==> config.mk <==
export PLATFORM = sky130hd
export DESIGN_NAME = csr_irq_unit
export DESIGN_NICKNAME = d
export VERILOG_FILES = /design/src/rtl/csr_pkg.sv /design/src/rtl/csr_irq_unit_irq_sync.sv /design/src/rtl/csr_irq_unit.sv
export SDC_FILE = /design/constraint.sdc
export NUM_CORES = 1
export LEC_CHECK = 0
export ABC_AREA = 1
export CAP_MARGIN = 20
export CORE_ASPECT_RATIO = 1.4
export CORE_MARGIN = 3
export CORE_UTILIZATION = 60
export CTS_BUF_LIST = sky130_fd_sc_hd__clkbuf_4 sky130_fd_sc_hd__clkbuf_8
export DETAILED_ROUTE_END_ITERATION = 6
export DONT_BUFFER_PORTS = 1
export PLACE_DENSITY = 0.84
export SYNTH_ARGS = -nofsm -noshare
export SYNTH_HDL_FRONTEND = slang
export SYNTH_HIERARCHICAL = 1
export SYNTH_SLANG_ARGS = --single-unit
export TNS_END_PERCENT = 20
==> constraint.sdc <==
create_clock -name clk -period 4.1 [get_ports clk]
set_input_delay 0.41 -clock clk [delete_from_list [all_inputs] [get_ports clk]]
set_output_delay 0.41 -clock clk [all_outputs]
set_load 0.1 [all_outputs]
==> src/rtl/csr_pkg.sv <==
// Shared constants, state encoding and write-merge helper for the machine-mode CSR/IRQ unit.
package csr_pkg;

   localparam logic [11:0] CSR_MSTATUS     = 12'h300;
   localparam logic [11:0] CSR_MIE         = 12'h304;
   localparam logic [11:0] CSR_MTVEC       = 12'h305;
   localparam logic [11:0] CSR_MEPC        = 12'h341;
   localparam logic [11:0] CSR_MCAUSE      = 12'h342;
   localparam logic [11:0] CSR_MIP         = 12'h344;
   localparam logic [11:0] CSR_MTIME_LO    = 12'h7C0;
   localparam logic [11:0] CSR_MTIME_HI    = 12'h7C1;
   localparam logic [11:0] CSR_MTIMECMP_LO = 12'h7C2;
   localparam logic [11:0] CSR_MTIMECMP_HI = 12'h7C3;

   localparam logic [3:0] CAUSE_MTI = 4'd7;
   localparam logic [3:0] CAUSE_MEI = 4'd11;

   localparam int MIE_BIT  = 3;
   localparam int MPIE_BIT = 7;
   localparam int MTIE_BIT = 7;
   localparam int MEIE_BIT = 11;

   localparam logic [31:0] MSTATUS_WMASK = 32'h0000_0088;
   localparam logic [31:0] MIE_WMASK     = 32'h0000_0880;

   typedef enum logic [1:0] {IDLE, TRAP, HANDLER, RETURN} irq_state_e;

   localparam logic [1:0] IRQ_IDLE   = 2'b00;
   localparam logic [1:0] IRQ_ENTRY  = 2'b01;
   localparam logic [1:0] IRQ_ACTIVE = 2'b10;
   localparam logic [1:0] IRQ_MASKED = 2'b11;

   // Zicsr merge: 01 write, 10 set, 11 clear; 00 leaves the value alone.
   function automatic logic [31:0] csr_apply(input logic [1:0] op, input logic [31:0] old_v,
                                             input logic [31:0] wdata);
      case (op)
         2'b01:   csr_apply = wdata;
         2'b10:   csr_apply = old_v | wdata;
         2'b11:   csr_apply = old_v & ~wdata;
         default: csr_apply = old_v;
      endcase
   endfunction

endpackage

==> src/rtl/csr_irq_unit_irq_sync.sv <==
// NUM_IRQ_SYNC-deep flop chain bringing one asynchronous interrupt level into the clk domain.
module irq_sync #(
   parameter int NUM_IRQ_SYNC = 2
) (
   input  logic clk,
   input  logic rst,
   input  logic d,
   output logic q
);

   logic [NUM_IRQ_SYNC-1:0] sync_q, sync_d;

   always_comb begin
      sync_d[0] = d;
      for (int i = 1; i < NUM_IRQ_SYNC; i++) sync_d[i] = sync_q[i-1];
   end

   always_ff @(posedge clk or posedge rst) begin
      if (rst) sync_q <= '0;
      else     sync_q <= sync_d;
   end

   assign q = sync_q[NUM_IRQ_SYNC-1];

endmodule

==> src/rtl/csr_irq_unit.sv <==
// Machine-mode CSR file and interrupt/mret sequencer in the MW stage.
// Define CSR_TIMER_EN to add internal mtime/mtimecmp (0x7C0-0x7C3) driving MTIP.
module csr_irq_unit
   import csr_pkg::*;
#(
   parameter logic [31:0] MTVEC_RST    = 32'h0000_0000,
   parameter int          NUM_IRQ_SYNC = 2
) (
   input  logic        clk,
   input  logic        rst,
   input  logic        csr_rd,
   input  logic        csr_wr,
   input  logic [11:0] csr_addr,
   input  logic [1:0]  csr_op,
   input  logic [31:0] csr_wdata,
   input  logic [31:0] pc_mw,
   input  logic        is_mret,
   input  logic        timer_irq,
   input  logic        ext_irq,
   output logic [31:0] csr_rdata,
   output logic [1:0]  interrupt,
   output logic        epc_taken,
   output logic [31:0] redirect_pc
);

   irq_state_e  state_q, state_d;
   logic [3:0]  cause_q, cause_d;
   logic [31:0] mstatus_q, mstatus_d, mie_q, mie_d, mtvec_q, mtvec_d;
   logic [31:0] mepc_q, mepc_d, mcause_q, mcause_d;
   logic        meip, mtip;
   logic [31:0] mip, irq_act, rd_val, new_v, vec_base;
   logic        pend, wr_en;

   irq_sync #(.NUM_IRQ_SYNC(NUM_IRQ_SYNC)) u_sync_ext (
      .clk(clk), .rst(rst), .d(ext_irq), .q(meip)
   );

`ifdef CSR_TIMER_EN
   logic [63:0] mtime_q, mtime_d, mtimecmp_q, mtimecmp_d;
   logic        unused_timer_irq;

   assign unused_timer_irq = timer_irq;
   assign mtip = (mtime_q >= mtimecmp_q);

   // Halves written independently; the free-running increment carries across the full 64 bits.
   always_comb begin
      mtime_d    = mtime_q + 64'd1;
      mtimecmp_d = mtimecmp_q;
      if (wr_en) begin
         case (csr_addr)
            CSR_MTIME_LO:    mtime_d[31:0]     = new_v;
            CSR_MTIME_HI:    mtime_d[63:32]    = new_v;
            CSR_MTIMECMP_LO: mtimecmp_d[31:0]  = new_v;
            CSR_MTIMECMP_HI: mtimecmp_d[63:32] = new_v;
            default: ;
         endcase
      end
   end

   always_ff @(posedge clk or posedge rst) begin
      if (rst) begin
         mtime_q    <= '0;
         mtimecmp_q <= '1;
      end else begin
         mtime_q    <= mtime_d;
         mtimecmp_q <= mtimecmp_d;
      end
   end
`else
   irq_sync #(.NUM_IRQ_SYNC(NUM_IRQ_SYNC)) u_sync_tmr (
      .clk(clk), .rst(rst), .d(timer_irq), .q(mtip)
   );
`endif

   always_comb begin
      mip           = '0;
      mip[MEIE_BIT] = meip;
      mip[MTIE_BIT] = mtip;
   end

   assign irq_act = mie_q & mip;
   assign pend    = mstatus_q[MIE_BIT] & (|irq_act);

   always_comb begin
      rd_val = '0;
      case (csr_addr)
         CSR_MSTATUS:     rd_val = mstatus_q;
         CSR_MIE:         rd_val = mie_q;
         CSR_MTVEC:       rd_val = mtvec_q;
         CSR_MEPC:        rd_val = {mepc_q[31:2], 2'b00};
         CSR_MCAUSE:      rd_val = mcause_q;
         CSR_MIP:         rd_val = mip;
`ifdef CSR_TIMER_EN
         CSR_MTIME_LO:    rd_val = mtime_q[31:0];
         CSR_MTIME_HI:    rd_val = mtime_q[63:32];
         CSR_MTIMECMP_LO: rd_val = mtimecmp_q[31:0];
         CSR_MTIMECMP_HI: rd_val = mtimecmp_q[63:32];
`endif
         default:         rd_val = '0;
      endcase
   end

   assign csr_rdata = (csr_rd && !rst) ? rd_val : '0;
   assign new_v     = csr_apply(csr_op, rd_val, csr_wdata);
   // The instruction in MW during TRAP is replayed after the handler, so its write is dropped.
   assign wr_en     = csr_wr && (csr_op != 2'b00) && (state_q != TRAP);
   assign vec_base  = {mtvec_q[31:2], 2'b00};

   always_comb begin
      state_d     = state_q;
      cause_d     = cause_q;
      mstatus_d   = mstatus_q;
      mie_d       = mie_q;
      mtvec_d     = mtvec_q;
      mepc_d      = mepc_q;
      mcause_d    = mcause_q;
      interrupt   = IRQ_IDLE;
      epc_taken   = 1'b0;
      redirect_pc = '0;

      if (wr_en) begin
         case (csr_addr)
            CSR_MSTATUS: mstatus_d = (mstatus_q & ~MSTATUS_WMASK) | (new_v & MSTATUS_WMASK);
            CSR_MIE:     mie_d     = (mie_q & ~MIE_WMASK) | (new_v & MIE_WMASK);
            CSR_MTVEC:   mtvec_d   = new_v;
            CSR_MEPC:    mepc_d    = {new_v[31:2], 2'b00};
            CSR_MCAUSE:  mcause_d  = new_v;
            default: ;
         endcase
      end

      case (state_q)
         IDLE: begin
            if (is_mret) begin
               state_d = RETURN;
            end else if (pend) begin
               state_d = TRAP;
               cause_d = irq_act[MEIE_BIT] ? CAUSE_MEI : CAUSE_MTI;
            end else if (|irq_act) begin
               interrupt = IRQ_MASKED;
            end
         end
         TRAP: begin
            interrupt   = IRQ_ENTRY;
            epc_taken   = 1'b1;
            redirect_pc = (mtvec_q[1:0] == 2'b01) ? vec_base + {26'b0, cause_q, 2'b00} : vec_base;
            mepc_d      = {pc_mw[31:2], 2'b00};
            mcause_d    = {1'b1, 27'b0, cause_q};
            mstatus_d[MPIE_BIT] = mstatus_q[MIE_BIT];
            mstatus_d[MIE_BIT]  = 1'b0;
            state_d     = HANDLER;
         end
         HANDLER: begin
            interrupt = IRQ_ACTIVE;
            if (is_mret) state_d = RETURN;
         end
         RETURN: begin
            epc_taken   = 1'b1;
            redirect_pc = {mepc_q[31:2], 2'b00};
            mstatus_d[MIE_BIT]  = mstatus_q[MPIE_BIT];
            mstatus_d[MPIE_BIT] = 1'b1;
            state_d     = IDLE;
         end
         default: state_d = IDLE;
      endcase
   end

   always_ff @(posedge clk or posedge rst) begin
      if (rst) begin
         state_q   <= IDLE;
         cause_q   <= '0;
         mstatus_q <= '0;
         mie_q     <= '0;
         mtvec_q   <= MTVEC_RST;
         mepc_q    <= '0;
         mcause_q  <= '0;
      end else begin
         state_q   <= state_d;
         cause_q   <= cause_d;
         mstatus_q <= mstatus_d;
         mie_q     <= mie_d;
         mtvec_q   <= mtvec_d;
         mepc_q    <= mepc_d;
         mcause_q  <= mcause_d;
      end
   end

endmodule
==> impl_metrics.csv <==
group,metric,value,unit
setup_path,critPathBufInv,3,
place,io_buffers,0,
place,routabilityCongestion,0.9734,
global_routing,track_usage,34.14,%
logic_synthesis,yosys_warnings,6,
logic_synthesis,synth_cell_types,42,
drt,wl,25850,µm
global_routing,grt_first_pass_wirelength,41420,µm
cts,clock-root-buffer,"clkbuf_8",
setup_path,r2r_slack,1.33,ns
global_routing,grt_max_degree,66,
setup_path,crit_type,"reg2out",
finish,drive_gt1_share,14.01,%
place,hpwl,17770,µm
cts,clk_latency,0.38,ns
setup_path,path_cells,"ha_1, inv_1, fa_1, o21ai_2, nand2_1, nor2_1, nand2_1, inv_1, nand2_1, a21oi_1, o21ai_0, nand2_1, buf_4",
floorplan,start_util,62.24,%
pwr,ir_drop,0.8678,mV
floorplan,die_area,14930,µm²
pwr,sw_frac_of_total,52.95,%
logic_synthesis,synthCells,1249,
cts,clk_pin_slew,0.11,ns
sta,setup_ws,0.4812,ns
sta,finalMaxSlewViolations,0,
logic_synthesis,synth_common_cells,"nand2_1, inv_1, o21ai_0",
sta,tightest_slew,1.171,ns
setup_path,crit_fanout,7,
logic_synthesis,synth-main-ff-cell,"dfrtp_1",
finish,fin_area,8921,µm²
logic_synthesis,syn_area_per_cell,6.476,µm²
floorplan,dieHeight,143.4,µm
sta,slew_headroom,21.86,%
logic_synthesis,synth-edff-count,0,
pwr,powerDensity,479.2,nW/µm²
setup_path,cpMostUsedCell,"nand2_1",
job,cap_violations,0,
floorplan,die_w,104.1,µm
min_path,hold_path_class,"in2reg",
sta,rsz0062_at_grt,"false",
floorplan,core,13000,µm²
sta,period_minus_slack,3.619,ns
setup_path,max_stage_delay,0.43,ns
finish,fillCellCount,1146,
cts,htree_levels,3,
cts,cts_tree,"yes",
sta,fin_crit_sh,88.26,%
pwr,p_switching,2.264,mW
drt,antenna_left,0,
drt,vias,8729,
pwr,p_seq_share,31.1,%
pwr,clkPwrFrac,16.2,%
logic_synthesis,ys_async_sr_fraction,100.0,%
setup_path,arrival,3.21,ns
sta,timing.fmax,276.3,MHz
cts,clk_path_buf_depth,2,
sta,setup_viol,0,
setup_path,crit_slowest_cell,"dfrtp_1",
pwr,intPower,2.011,mW
global_routing,antenna_found_initial,1,
setup_path,required,3.69,ns
place,placed_cell_area,8713,µm²
finish,diodes,0,
logic_synthesis,netlist.area_leader.share,33.10,%
floorplan,num_rows,49,
floorplan,ios,152,
cts,cts_setup_buffers,0,
logic_synthesis,syn-cell-area,8089,µm²
global_routing,grt_pass1_vias,8531,
sta,hold_viol,0,
drt,via_per_inst,5.967,
logic_synthesis,ys_ff_latch,107,
finish,syn_to_final_growth,10.29,%
cts,numCtsBuffers,9,
drt,wl_per_cell,17.67,µm
place,preCtsSetupSlack,1.007,ns
global_routing,overflow,0,
logic_synthesis,synth_most_common_cell,"nand2_1",
logic_synthesis,yosysTopAreaCell,"dfrtp_1",
pwr,leakage,4.579,nW
setup_path,cp-end-kind,"output port",
sta,fin_worst_skew,0.01357,ns
drt,drc_errors,0,
drt,drtIter0Drc,768,
cts,cts.sinks,107,
logic_synthesis,yosys-top-cells-area,"dfrtp_1, nand2_1, inv_1, o21ai_0, nand3_1",
finish,layout.nets,1374,
setup_path,cp_top_family,"simple AND/OR/NAND/NOR gates",
run_status,status,"finished, final reports clean",
setup_path,critPathLaunchType,"register",
pwr,pwr-share-comb,52.7,%
logic_synthesis,ys_seq_area_share,33.10,%
drt,firstDrtPassIters,7,
## cell families after synthesis
family / synth area share (%)
XOR/XNOR: 0.2166
buffers and inverters: 12.13
other: 0.04636
AO/OA/AOI/OAI: 17.76
AND/OR/NAND/NOR: 35.27
adder cells (fa/ha/maj): 1.485
flip-flops: 33.10
## path summary, 6_finish.rpt
| check | endpoint | from | cells after the start |
|---|---|---|---|
| setup reg to reg | mtvec_q[7] | state_q[1] | 9 |
| hold / removal | u_sync_ext/sync_q[0] | ext_irq | 0 |
| setup / recovery | redirect_pc[28] | mtvec_q[2] | 13 |
| min in group asynchronous | mcause_q[0] | rst | 2 |
| max in group asynchronous | mepc_q[6] | rst | 3 |
| hold reg to reg | u_sync_tmr/sync_q[1] | u_sync_tmr/sync_q[0] | 0 |
## state kept, by name (all words and copies together), names as in the netlist
signal,cells
mepc_q,30
u_sync_tmr/sync_q,2
mcause_q,32
state_q,2
cause_q,3
mstatus_q,2
u_sync_ext/sync_q,2
mtvec_q,32
mie_q,2
## per-layer routing
layer	vias up	GRT usage, %	wire [µm]
li1	4079	-	-
met1	3964	39.86	9191
met2	563	57.90	12310
met3	121	7.955	3001
met4	2	19.89	1332
met5	-	0	14
## power groups by stage
stage	Combinational [mW]	Clock, mW	Sequential [mW]
4_1_cts	2.24	0.687	1.33
3_3_place_gp	2.20	0	1.34
5_1_grt	2.42	0.734	1.35
2_1_floorplan	1.71	0	1.33
3_5_place_dp	2.23	0	1.35
6_report	2.25	0.691	1.33
## metrics by stage
step	power, mW	std cells	hold WS [ns]	TNS [ns]	util, %
final	4.275	1463	0.04711	0	68.64
after detailed placement	3.585	1446	0.1583	0	67.04
after global placement	3.544	1446	0.1581	0	67.04
after CTS	4.259	1463	0.04707	0	68.64
after global routing	4.499	1463	0.04352	0	68.64
after floorplan	3.032	1250	0.1512	-0.1243	-
## cells in the final DEF (no fill, tap or decap), types with 6 or more instances in the layout
cell,instances
nand2_1,525
inv_1,158
dfrtp_1,107
o21ai_0,93
buf_4,79
nand3_1,73
nor2_1,38
o221ai_1,31
a21oi_1,21
o221ai_2,20
o21ai_2,16
nor3_1,11
o22ai_2,10
nand4_1,9
clkbuf_8,9
nor2_2,7
inv_2,7
ha_1,7
nor2_4,6
o22ai_1,6
## area by class of cell
type	instances	area, µm²	area share [%]
tap	178	222.7	2.496
timing repair buffer	80	603.1	6.760
clock buffer	12	146.4	1.641
clock inverter	4	51.30	0.5750
inverter	168	634.4	7.111
multi-input combinational	914	4586	51.40
sequential	107	2678	30.01
## repair_timing
action / 4_1_cts / 5_1_grt
resized for setup: 0 / 0
hold endpoints to repair: 4 / 0
setup endpoints to repair: 0 / 0
hold buffers: 1 / 0
(Power assumes the default switching activity.)
